[config.mk]
export PLATFORM = sky130hd
export DESIGN_NAME = mem_port_arbiter
export DESIGN_NICKNAME = d
export VERILOG_FILES = /design/src/rtl/mem_port_arbiter_pkg.sv /design/src/rtl/mem_port_arbiter_req_slot.sv /design/src/rtl/mem_port_arbiter.sv
export SDC_FILE = /design/constraint.sdc
export NUM_CORES = 1
export LEC_CHECK = 0
export CORE_AREA = 2 2 171 173
export DETAILED_ROUTE_END_ITERATION = 10
export DIE_AREA = 0 0 173 175
export DONT_BUFFER_PORTS = 1
export HOLD_SLACK_MARGIN = 0.05
export PLACE_DENSITY_LB_ADDON = 0.1
export RECOVER_POWER = 25
export SETUP_SLACK_MARGIN = 0.2
export SLEW_MARGIN = 20
export SYNTH_ARGS = -nofsm -noshare
export SYNTH_HDL_FRONTEND = slang
export SYNTH_SLANG_ARGS = --single-unit
[constraint.sdc]
create_clock -name clk -period 3.95 [get_ports clk]
set_clock_uncertainty 0.15 [all_clocks]
set_input_delay 0.5925 -clock clk [delete_from_list [all_inputs] [get_ports clk]]
set_output_delay 0.5925 -clock clk [all_outputs]
set_load 0.005 [all_outputs]
[src/rtl/mem_port_arbiter_pkg.sv]
// Shared definitions for the fetch/load-store memory port arbiter.
// Holds the arbiter state encoding, the grant id and default widths
// matching the core's word and address lengths.
package mem_port_arbiter_pkg;

  localparam int CORE_ADDR_W = 32;
  localparam int CORE_DATA_W = 32;
  // LATENCY is limited to 1..7, so a 3-bit counter covers LATENCY-1.
  localparam int CNT_W = 3;

  typedef enum logic [1:0] {
    ST_IDLE   = 2'd0,
    ST_ACCESS = 2'd1,
    ST_WAIT   = 2'd2
  } state_e;

  typedef enum logic {
    GNT_INST = 1'b0,
    GNT_DATA = 1'b1
  } grant_e;

  function automatic grant_e other_grant(input grant_e g);
    return (g == GNT_INST) ? GNT_DATA : GNT_INST;
  endfunction

endpackage

[src/rtl/mem_port_arbiter_req_slot.sv]
// req_slot: one outstanding-request holder per requester.
// A req pulse loads {we, addr, wdata} and sets pending; pending stays set
// until the arbiter clears it on completion. A req while pending is
// dropped and raises the sticky err flag.
// Ports:
//   clk, rstn            clock, synchronous active-low reset
//   req_i/we_i/addr_i/wdata_i  request pulse and payload
//   clr_i                completion clear from the arbiter
//   pending_o, we_o, addr_o, wdata_o  stored request
//   err_o                sticky protocol violation
module req_slot #(
  parameter int ADDR_W = 32,
  parameter int DATA_W = 32
) (
  input  logic              clk,
  input  logic              rstn,
  input  logic              req_i,
  input  logic              we_i,
  input  logic [ADDR_W-1:0] addr_i,
  input  logic [DATA_W-1:0] wdata_i,
  input  logic              clr_i,
  output logic              pending_o,
  output logic              we_o,
  output logic [ADDR_W-1:0] addr_o,
  output logic [DATA_W-1:0] wdata_o,
  output logic              err_o
);

  logic              pending_q;
  logic              we_q;
  logic [ADDR_W-1:0] addr_q;
  logic [DATA_W-1:0] wdata_q;
  logic              err_q;

  always_ff @(posedge clk) begin
    if (!rstn) begin
      pending_q <= 1'b0;
      we_q      <= 1'b0;
      addr_q    <= '0;
      wdata_q   <= '0;
      err_q     <= 1'b0;
    end else begin
      // clr only arrives while pending, so it never races a fresh load.
      if (clr_i) pending_q <= 1'b0;
      if (req_i) begin
        if (pending_q) begin
          err_q <= 1'b1;
        end else begin
          pending_q <= 1'b1;
          we_q      <= we_i;
          addr_q    <= addr_i;
          wdata_q   <= wdata_i;
        end
      end
    end
  end

  assign pending_o = pending_q;
  assign we_o      = we_q;
  assign addr_o    = addr_q;
  assign wdata_o   = wdata_q;
  assign err_o     = err_q;

endmodule

[src/rtl/mem_port_arbiter.sv]
// mem_port_arbiter: shares a single-ported fixed-latency synchronous memory
// between the instruction fetch unit (read only) and the load/store unit.
// Requests are latched in per-requester slots, arbitrated round-robin on
// ties, sequenced IDLE -> ACCESS -> WAIT, and the result is routed back as
// a one-cycle done pulse with held read data.
// Ports:
//   clk, rstn                          clock, synchronous active-low reset
//   i_req, i_addr                      fetch request
//   i_done, i_rdata                    fetch completion
//   d_req, d_we, d_addr, d_wdata       data request
//   d_done, d_rdata                    data completion
//   m_en, m_we, m_addr, m_wdata, m_rdata  memory macro port
//   err                                sticky protocol violation
module mem_port_arbiter
  import mem_port_arbiter_pkg::*;
#(
  parameter int ADDR_W  = CORE_ADDR_W,
  parameter int DATA_W  = CORE_DATA_W,
  parameter int LATENCY = 2
) (
  input  logic              clk,
  input  logic              rstn,
  input  logic              i_req,
  input  logic [ADDR_W-1:0] i_addr,
  output logic              i_done,
  output logic [DATA_W-1:0] i_rdata,
  input  logic              d_req,
  input  logic              d_we,
  input  logic [ADDR_W-1:0] d_addr,
  input  logic [DATA_W-1:0] d_wdata,
  output logic              d_done,
  output logic [DATA_W-1:0] d_rdata,
  output logic              m_en,
  output logic              m_we,
  output logic [ADDR_W-1:0] m_addr,
  output logic [DATA_W-1:0] m_wdata,
  input  logic [DATA_W-1:0] m_rdata,
  output logic              err
);

  logic              i_pend, i_slot_we, i_err, i_clr;
  logic [ADDR_W-1:0] i_slot_addr;
  logic [DATA_W-1:0] i_slot_wdata;
  logic              d_pend, d_slot_we, d_err, d_clr;
  logic [ADDR_W-1:0] d_slot_addr;
  logic [DATA_W-1:0] d_slot_wdata;

  state_e            state_q;
  grant_e            gnt_q, last_q;
  logic [CNT_W-1:0]  cnt_q;
  logic              m_en_q, m_we_q;
  logic [ADDR_W-1:0] m_addr_q;
  logic [DATA_W-1:0] m_wdata_q;
  logic              i_done_q, d_done_q;
  logic [DATA_W-1:0] i_rdata_q, d_rdata_q;

  logic              i_cand, d_cand;
  grant_e            gnt_d, last_d;
  logic              sel_we;
  logic [ADDR_W-1:0] sel_addr;
  logic [DATA_W-1:0] sel_wdata;
  logic              last_beat;

  req_slot #(.ADDR_W(ADDR_W), .DATA_W(DATA_W)) u_slot_inst (
    .clk       (clk),
    .rstn      (rstn),
    .req_i     (i_req),
    .we_i      (1'b0),
    .addr_i    (i_addr),
    .wdata_i   ({DATA_W{1'b0}}),
    .clr_i     (i_clr),
    .pending_o (i_pend),
    .we_o      (i_slot_we),
    .addr_o    (i_slot_addr),
    .wdata_o   (i_slot_wdata),
    .err_o     (i_err)
  );

  req_slot #(.ADDR_W(ADDR_W), .DATA_W(DATA_W)) u_slot_data (
    .clk       (clk),
    .rstn      (rstn),
    .req_i     (d_req),
    .we_i      (d_we),
    .addr_i    (d_addr),
    .wdata_i   (d_wdata),
    .clr_i     (d_clr),
    .pending_o (d_pend),
    .we_o      (d_slot_we),
    .addr_o    (d_slot_addr),
    .wdata_o   (d_slot_wdata),
    .err_o     (d_err)
  );

  // Arbitration: a req in the current cycle counts as a candidate so an
  // idle arbiter can issue on the very next cycle; its payload comes from
  // the inputs because the slot has not loaded yet.
  always_comb begin
    i_cand = i_pend | i_req;
    d_cand = d_pend | d_req;
    last_d = last_q;
    if (i_cand && d_cand) begin
      gnt_d  = other_grant(last_q);
      last_d = gnt_d;
    end else if (d_cand) begin
      gnt_d = GNT_DATA;
    end else begin
      gnt_d = GNT_INST;
    end

    if (gnt_d == GNT_DATA) begin
      sel_we    = d_pend ? d_slot_we    : d_we;
      sel_addr  = d_pend ? d_slot_addr  : d_addr;
      sel_wdata = d_pend ? d_slot_wdata : d_wdata;
    end else begin
      sel_we    = i_pend & i_slot_we;
      sel_addr  = i_pend ? i_slot_addr  : i_addr;
      sel_wdata = i_pend ? i_slot_wdata : '0;
    end
  end

  assign last_beat = (state_q == ST_WAIT) && (cnt_q == '0);
  assign i_clr     = last_beat && (gnt_q == GNT_INST);
  assign d_clr     = last_beat && (gnt_q == GNT_DATA);

  always_ff @(posedge clk) begin
    if (!rstn) begin
      state_q   <= ST_IDLE;
      gnt_q     <= GNT_INST;
      last_q    <= GNT_INST;
      cnt_q     <= '0;
      m_en_q    <= 1'b0;
      m_we_q    <= 1'b0;
      m_addr_q  <= '0;
      m_wdata_q <= '0;
      i_done_q  <= 1'b0;
      d_done_q  <= 1'b0;
      i_rdata_q <= '0;
      d_rdata_q <= '0;
    end else begin
      i_done_q <= 1'b0;
      d_done_q <= 1'b0;
      m_en_q   <= 1'b0;
      m_we_q   <= 1'b0;
      case (state_q)
        ST_IDLE: begin
          if (i_cand || d_cand) begin
            gnt_q     <= gnt_d;
            last_q    <= last_d;
            m_en_q    <= 1'b1;
            // Fetches never write, whatever the slot holds.
            m_we_q    <= (gnt_d == GNT_DATA) && sel_we;
            m_addr_q  <= sel_addr;
            m_wdata_q <= sel_wdata;
            state_q   <= ST_ACCESS;
          end
        end
        ST_ACCESS: begin
          cnt_q   <= CNT_W'(LATENCY - 1);
          state_q <= ST_WAIT;
        end
        ST_WAIT: begin
          if (cnt_q == '0) begin
            if (gnt_q == GNT_INST) begin
              i_done_q  <= 1'b1;
              i_rdata_q <= m_rdata;
            end else begin
              d_done_q <= 1'b1;
              if (!m_we_hold()) d_rdata_q <= m_rdata;
            end
            state_q <= ST_IDLE;
          end else begin
            cnt_q <= cnt_q - CNT_W'(1);
          end
        end
        default: state_q <= ST_IDLE;
      endcase
    end
  end

  // Whether the in-flight data access is a store: the data slot still
  // holds the granted request until its completion clear.
  function automatic logic m_we_hold();
    return d_slot_we;
  endfunction

  assign i_done  = i_done_q;
  assign i_rdata = i_rdata_q;
  assign d_done  = d_done_q;
  assign d_rdata = d_rdata_q;
  assign m_en    = m_en_q;
  assign m_we    = m_we_q;
  assign m_addr  = m_addr_q;
  assign m_wdata = m_wdata_q;
  assign err     = i_err | d_err;

endmodule
==> flow_summary.json <==
{
  "dr.pass1.iters": 4,
  "synthCells": 1207,
  "drtIter0Drc": 548,
  "syn_area_um2": 11220,
  "tns_ns": 0,
  "diodes": 0,
  "layout-drive-gt1-share": 0.09520,
  "p_leak_uw": 0.005425,
  "hold_viol": 0,
  "grt_pass1_wl_mm": 50.49,
  "insertion_delay_ns": 0.55,
  "core_area_um2": 28390,
  "synth_edf_count": 0,
  "endpoint_kind": "flop",
  "syn_nets": 1342,
  "wirelength_met1_mm": 14.90,
  "setup_violations": 0,
  "hold_path_class": "input port to flop",
  "crit_top_cell": "buf_4",
  "worstSetupStartpointType": "flop",
  "min_period_ns": 3.097,
  "yosys.cell_types.count": 40,
  "dieWidth_um": 173,
  "dieHeight_um": 175,
  "worst-path-max-fanout": 34,
  "cp_slowest_cell": "dfxtp_1",
  "slew_violations": 0,
  "clk_pin_slew_ns": 0.06,
  "topRoutingLayerUsed": "met4",
  "cts-root-buf": "clkbuf_16",
  "ctsResizeCount": 0,
  "worstSetupPathType": "flop to flop",
  "rows": 62,
  "multi_input_area_um2": 5295,
  "period_share": 0.7841,
  "ant_nets": 0,
  "wl_met2_mm": 14.58,
  "routedWlPerCell_um": 19.98,
  "synth-async-reset-ratio": 0,
  "ctsHoldBuffers": 82,
  "grt_usage": 0.2087,
  "grt_pass1_vias": 8309,
  "max_stage_delay_ns": 1.15,
  "grt_max_degree": 153,
  "routed_via_density": 5.248,
  "die-area_um2": 30280,
  "ys_ff_latch": 272,
  "fmax_ghz": 0.3229,
  "ys_seq_area_frac": 0.4853,
  "synth-main-ff-cell": "dfxtp_1",
  "synth_warnings": 0,
  "critPathBufInv": 3,
  "tightest_slew_ns": 1.246,
  "postCtsSetupRepairBufs": 0,
  "cts_inserted_buffers": 30,
  "start_util": 0.3952,
  "cts.sinks": 272,
  "p_per_area_nw_per_um2": 511.3,
  "rsz0062_at_grt": "no",
  "fill_cells": 2733,
  "maxSlewHeadroom": 0.1685,
  "syn_area_per_cell_um2": 9.296,
  "wl_mm": 32.66,
  "grt_overflow_total": 0,
  "finalNonFillerCells": 1634,
  "htreeDepth": 1,
  "worst_ep_required_time_ns": 4.27,
  "place_inst": 1498,
  "irDropWorstVdd_mv": 0.3414,
  "crit_family": "flip-flops",
  "tritoncts": "built",
  "antenna_found_initial": 0,
  "area_delta_synth_final_pct": 18.21,
  "io_pins": 266,
  "numPortBuffers": 0,
  "nets": 1363,
  "ff_latch_area_um2": 5446,
  "maxCapViolCount": 0,
  "cts_buffer_depth": 3,
  "vias": 8575,
  "status": "finished, final reports clean",
  "drc_errors": 0,
  "path_cells": "nor2_2 -> buf_4 -> a211oi_4 -> buf_4 -> nand2_2 -> buf_4 -> o22ai_1",
  "arrival_ns": 3.41,
  "dpl.hpwl_mm": 17.95,
  "gp_congestion": 0.7561,
  "met3WireLength_mm": 2.305
}
-- area by class of cell --
type / count / share of cell area
Clock buffer: 46 / 0.07103
Clock inverter: 8 / 0.006792
Inverter: 5 / 0.001415
Multi-Input combinational cell: 819 / 0.3992
Sequential cell: 272 / 0.4106
Tap cell: 384 / 0.03622
Timing Repair Buffer: 100 / 0.07471
-- per-stage QoR --
step | power [uW] | hold slack, ns | setup WS, ns | cell area, um2 | util
2_1_floorplan | 3699 | 0.2931 | 1.881 | 11220 | -
3_3_place_gp | 3835 | 0.2990 | 1.338 | 11390 | 0.4012
3_5_place_dp | 3846 | 0.2936 | 1.287 | 11390 | 0.4012
4_1_cts | 6877 | 0.05040 | 1.130 | 13280 | 0.4677
5_1_grt | 7081 | 0.06403 | 0.6034 | 13260 | 0.4672
6_report | 6782 | 0.07400 | 0.8527 | 13260 | 0.4672
-- routing by layer --
layer | up-vias | GRT usage
met1 | 4059 | 0.2787
met4 | 0 | 0.06109
met3 | 42 | 0.05766
li1 | 4240 | -
met2 | 234 | 0.3300
met5 | - | 0
-- placed cells by master, fill, tap and decap left out, types with 5 or more instances in the layout --
master | netlist | routed
nand2_1 | 283 | 283
dfxtp_1 | 272 | 271
mux2i_1 | 98 | 98
dlygate4sd3_1 | 0 | 80
a21boi_0 | 77 | 77
a21oi_1 | 64 | 64
o211a_1 | 57 | 57
mux2_2 | 39 | 39
o21ai_0 | 35 | 35
o22ai_1 | 33 | 33
and3_1 | 33 | 33
clkbuf_16 | 0 | 31
a211oi_1 | 25 | 25
a21boi_1 | 20 | 20
buf_4 | 3 | 18
nor2b_1 | 14 | 13
clkbuf_8 | 0 | 11
a22oi_1 | 7 | 7
clkinv_2 | 0 | 6
inv_1 | 5 | 5
-- report_power, final --
| part | switching, uW | total [uW] | internal (uW) |
|---|---|---|---|
| clock | 1130 | 2880 | 1760 |
| sequential | 153 | 3090 | 2930 |
| combinational | 447 | 812 | 364 |
-- cells by family after synthesis --
logic type / count (synthesis) / synth area share
flops: 272 / 0.4853
compound gates: 324 / 0.2053
xor+xnor: 1 / 0.0007807
fa+ha+maj: 2 / 0.002230
simple gates: 354 / 0.1348
buf+inv: 116 / 0.04405
mux: 138 / 0.1276
-- state kept, by name, summed over array words and instances, names as in the netlist --
| name | flops |
|---|---|
| cnt_q | 3 |
| d_done | 1 |
| d_rdata | 32 |
| gnt_q | 1 |
| i_done | 1 |
| i_rdata | 32 |
| last_q | 1 |
| m_addr | 32 |
| m_en | 1 |
| m_wdata | 32 |
| m_we | 1 |
| state_q | 2 |
| u_slot_data.addr_o | 32 |
| u_slot_data.err_o | 1 |
| u_slot_data.pending_o | 1 |
| u_slot_data.wdata_o | 32 |
| u_slot_data.we_o | 1 |
| u_slot_inst.addr_o | 32 |
| u_slot_inst.err_o | 1 |
| u_slot_inst.pending_o | 1 |
| u_slot_inst.wdata_o | 32 |
-- cell usage after synthesis (2+ instances only) --
| library cell | count | area, um2 |
|---|---|---|
| nor2b_1 | 14 | 87.58 |
| a211oi_1 | 25 | 187.7 |
| nor2_1 | 2 | 7.510 |
| buf_1 | 8 | 30.03 |
| dfxtp_1 | 272 | 5445 |
| o21ai_0 | 35 | 175.2 |
| buf_2 | 38 | 190.2 |
| and3_1 | 33 | 206.5 |
| inv_1 | 5 | 18.77 |
| nor3_2 | 2 | 20.02 |
| or3_1 | 2 | 12.51 |
| nand3_1 | 2 | 10.01 |
| buf_4 | 3 | 22.52 |
| clkbuf_1 | 62 | 232.7 |
| o22ai_1 | 33 | 206.5 |
| o21a_1 | 2 | 15.01 |
| nand2b_1 | 5 | 31.28 |
| o211a_1 | 57 | 570.6 |
| nand2_1 | 283 | 1062 |
| mux2_2 | 39 | 439.2 |
| a21oi_1 | 64 | 320.3 |
| a21boi_1 | 20 | 150.1 |
| mux2i_1 | 98 | 980.9 |
| a21boi_0 | 77 | 578.1 |
| ha_1 | 2 | 25.02 |
| a22oi_1 | 7 | 52.55 |
| and2_1 | 4 | 25.02 |
-- worst paths after layout --
check        slack, ns                             start                                   to  cells past startpoint
max               0.85  u_slot_data.pending_o$_SDFF_PN0_               m_addr[7]$_SDFFE_PN0P_                      7
min               0.07                        d_wdata[0]  u_slot_data.wdata_o[0]$_SDFFE_PN0P_                      2
max reg2reg       0.85  u_slot_data.pending_o$_SDFF_PN0_               m_addr[7]$_SDFFE_PN0P_                      7
min reg2reg       0.31  u_slot_inst.pending_o$_SDFF_PN0_     u_slot_inst.pending_o$_SDFF_PN0_                      1
(Power assumes the default switching activity.)
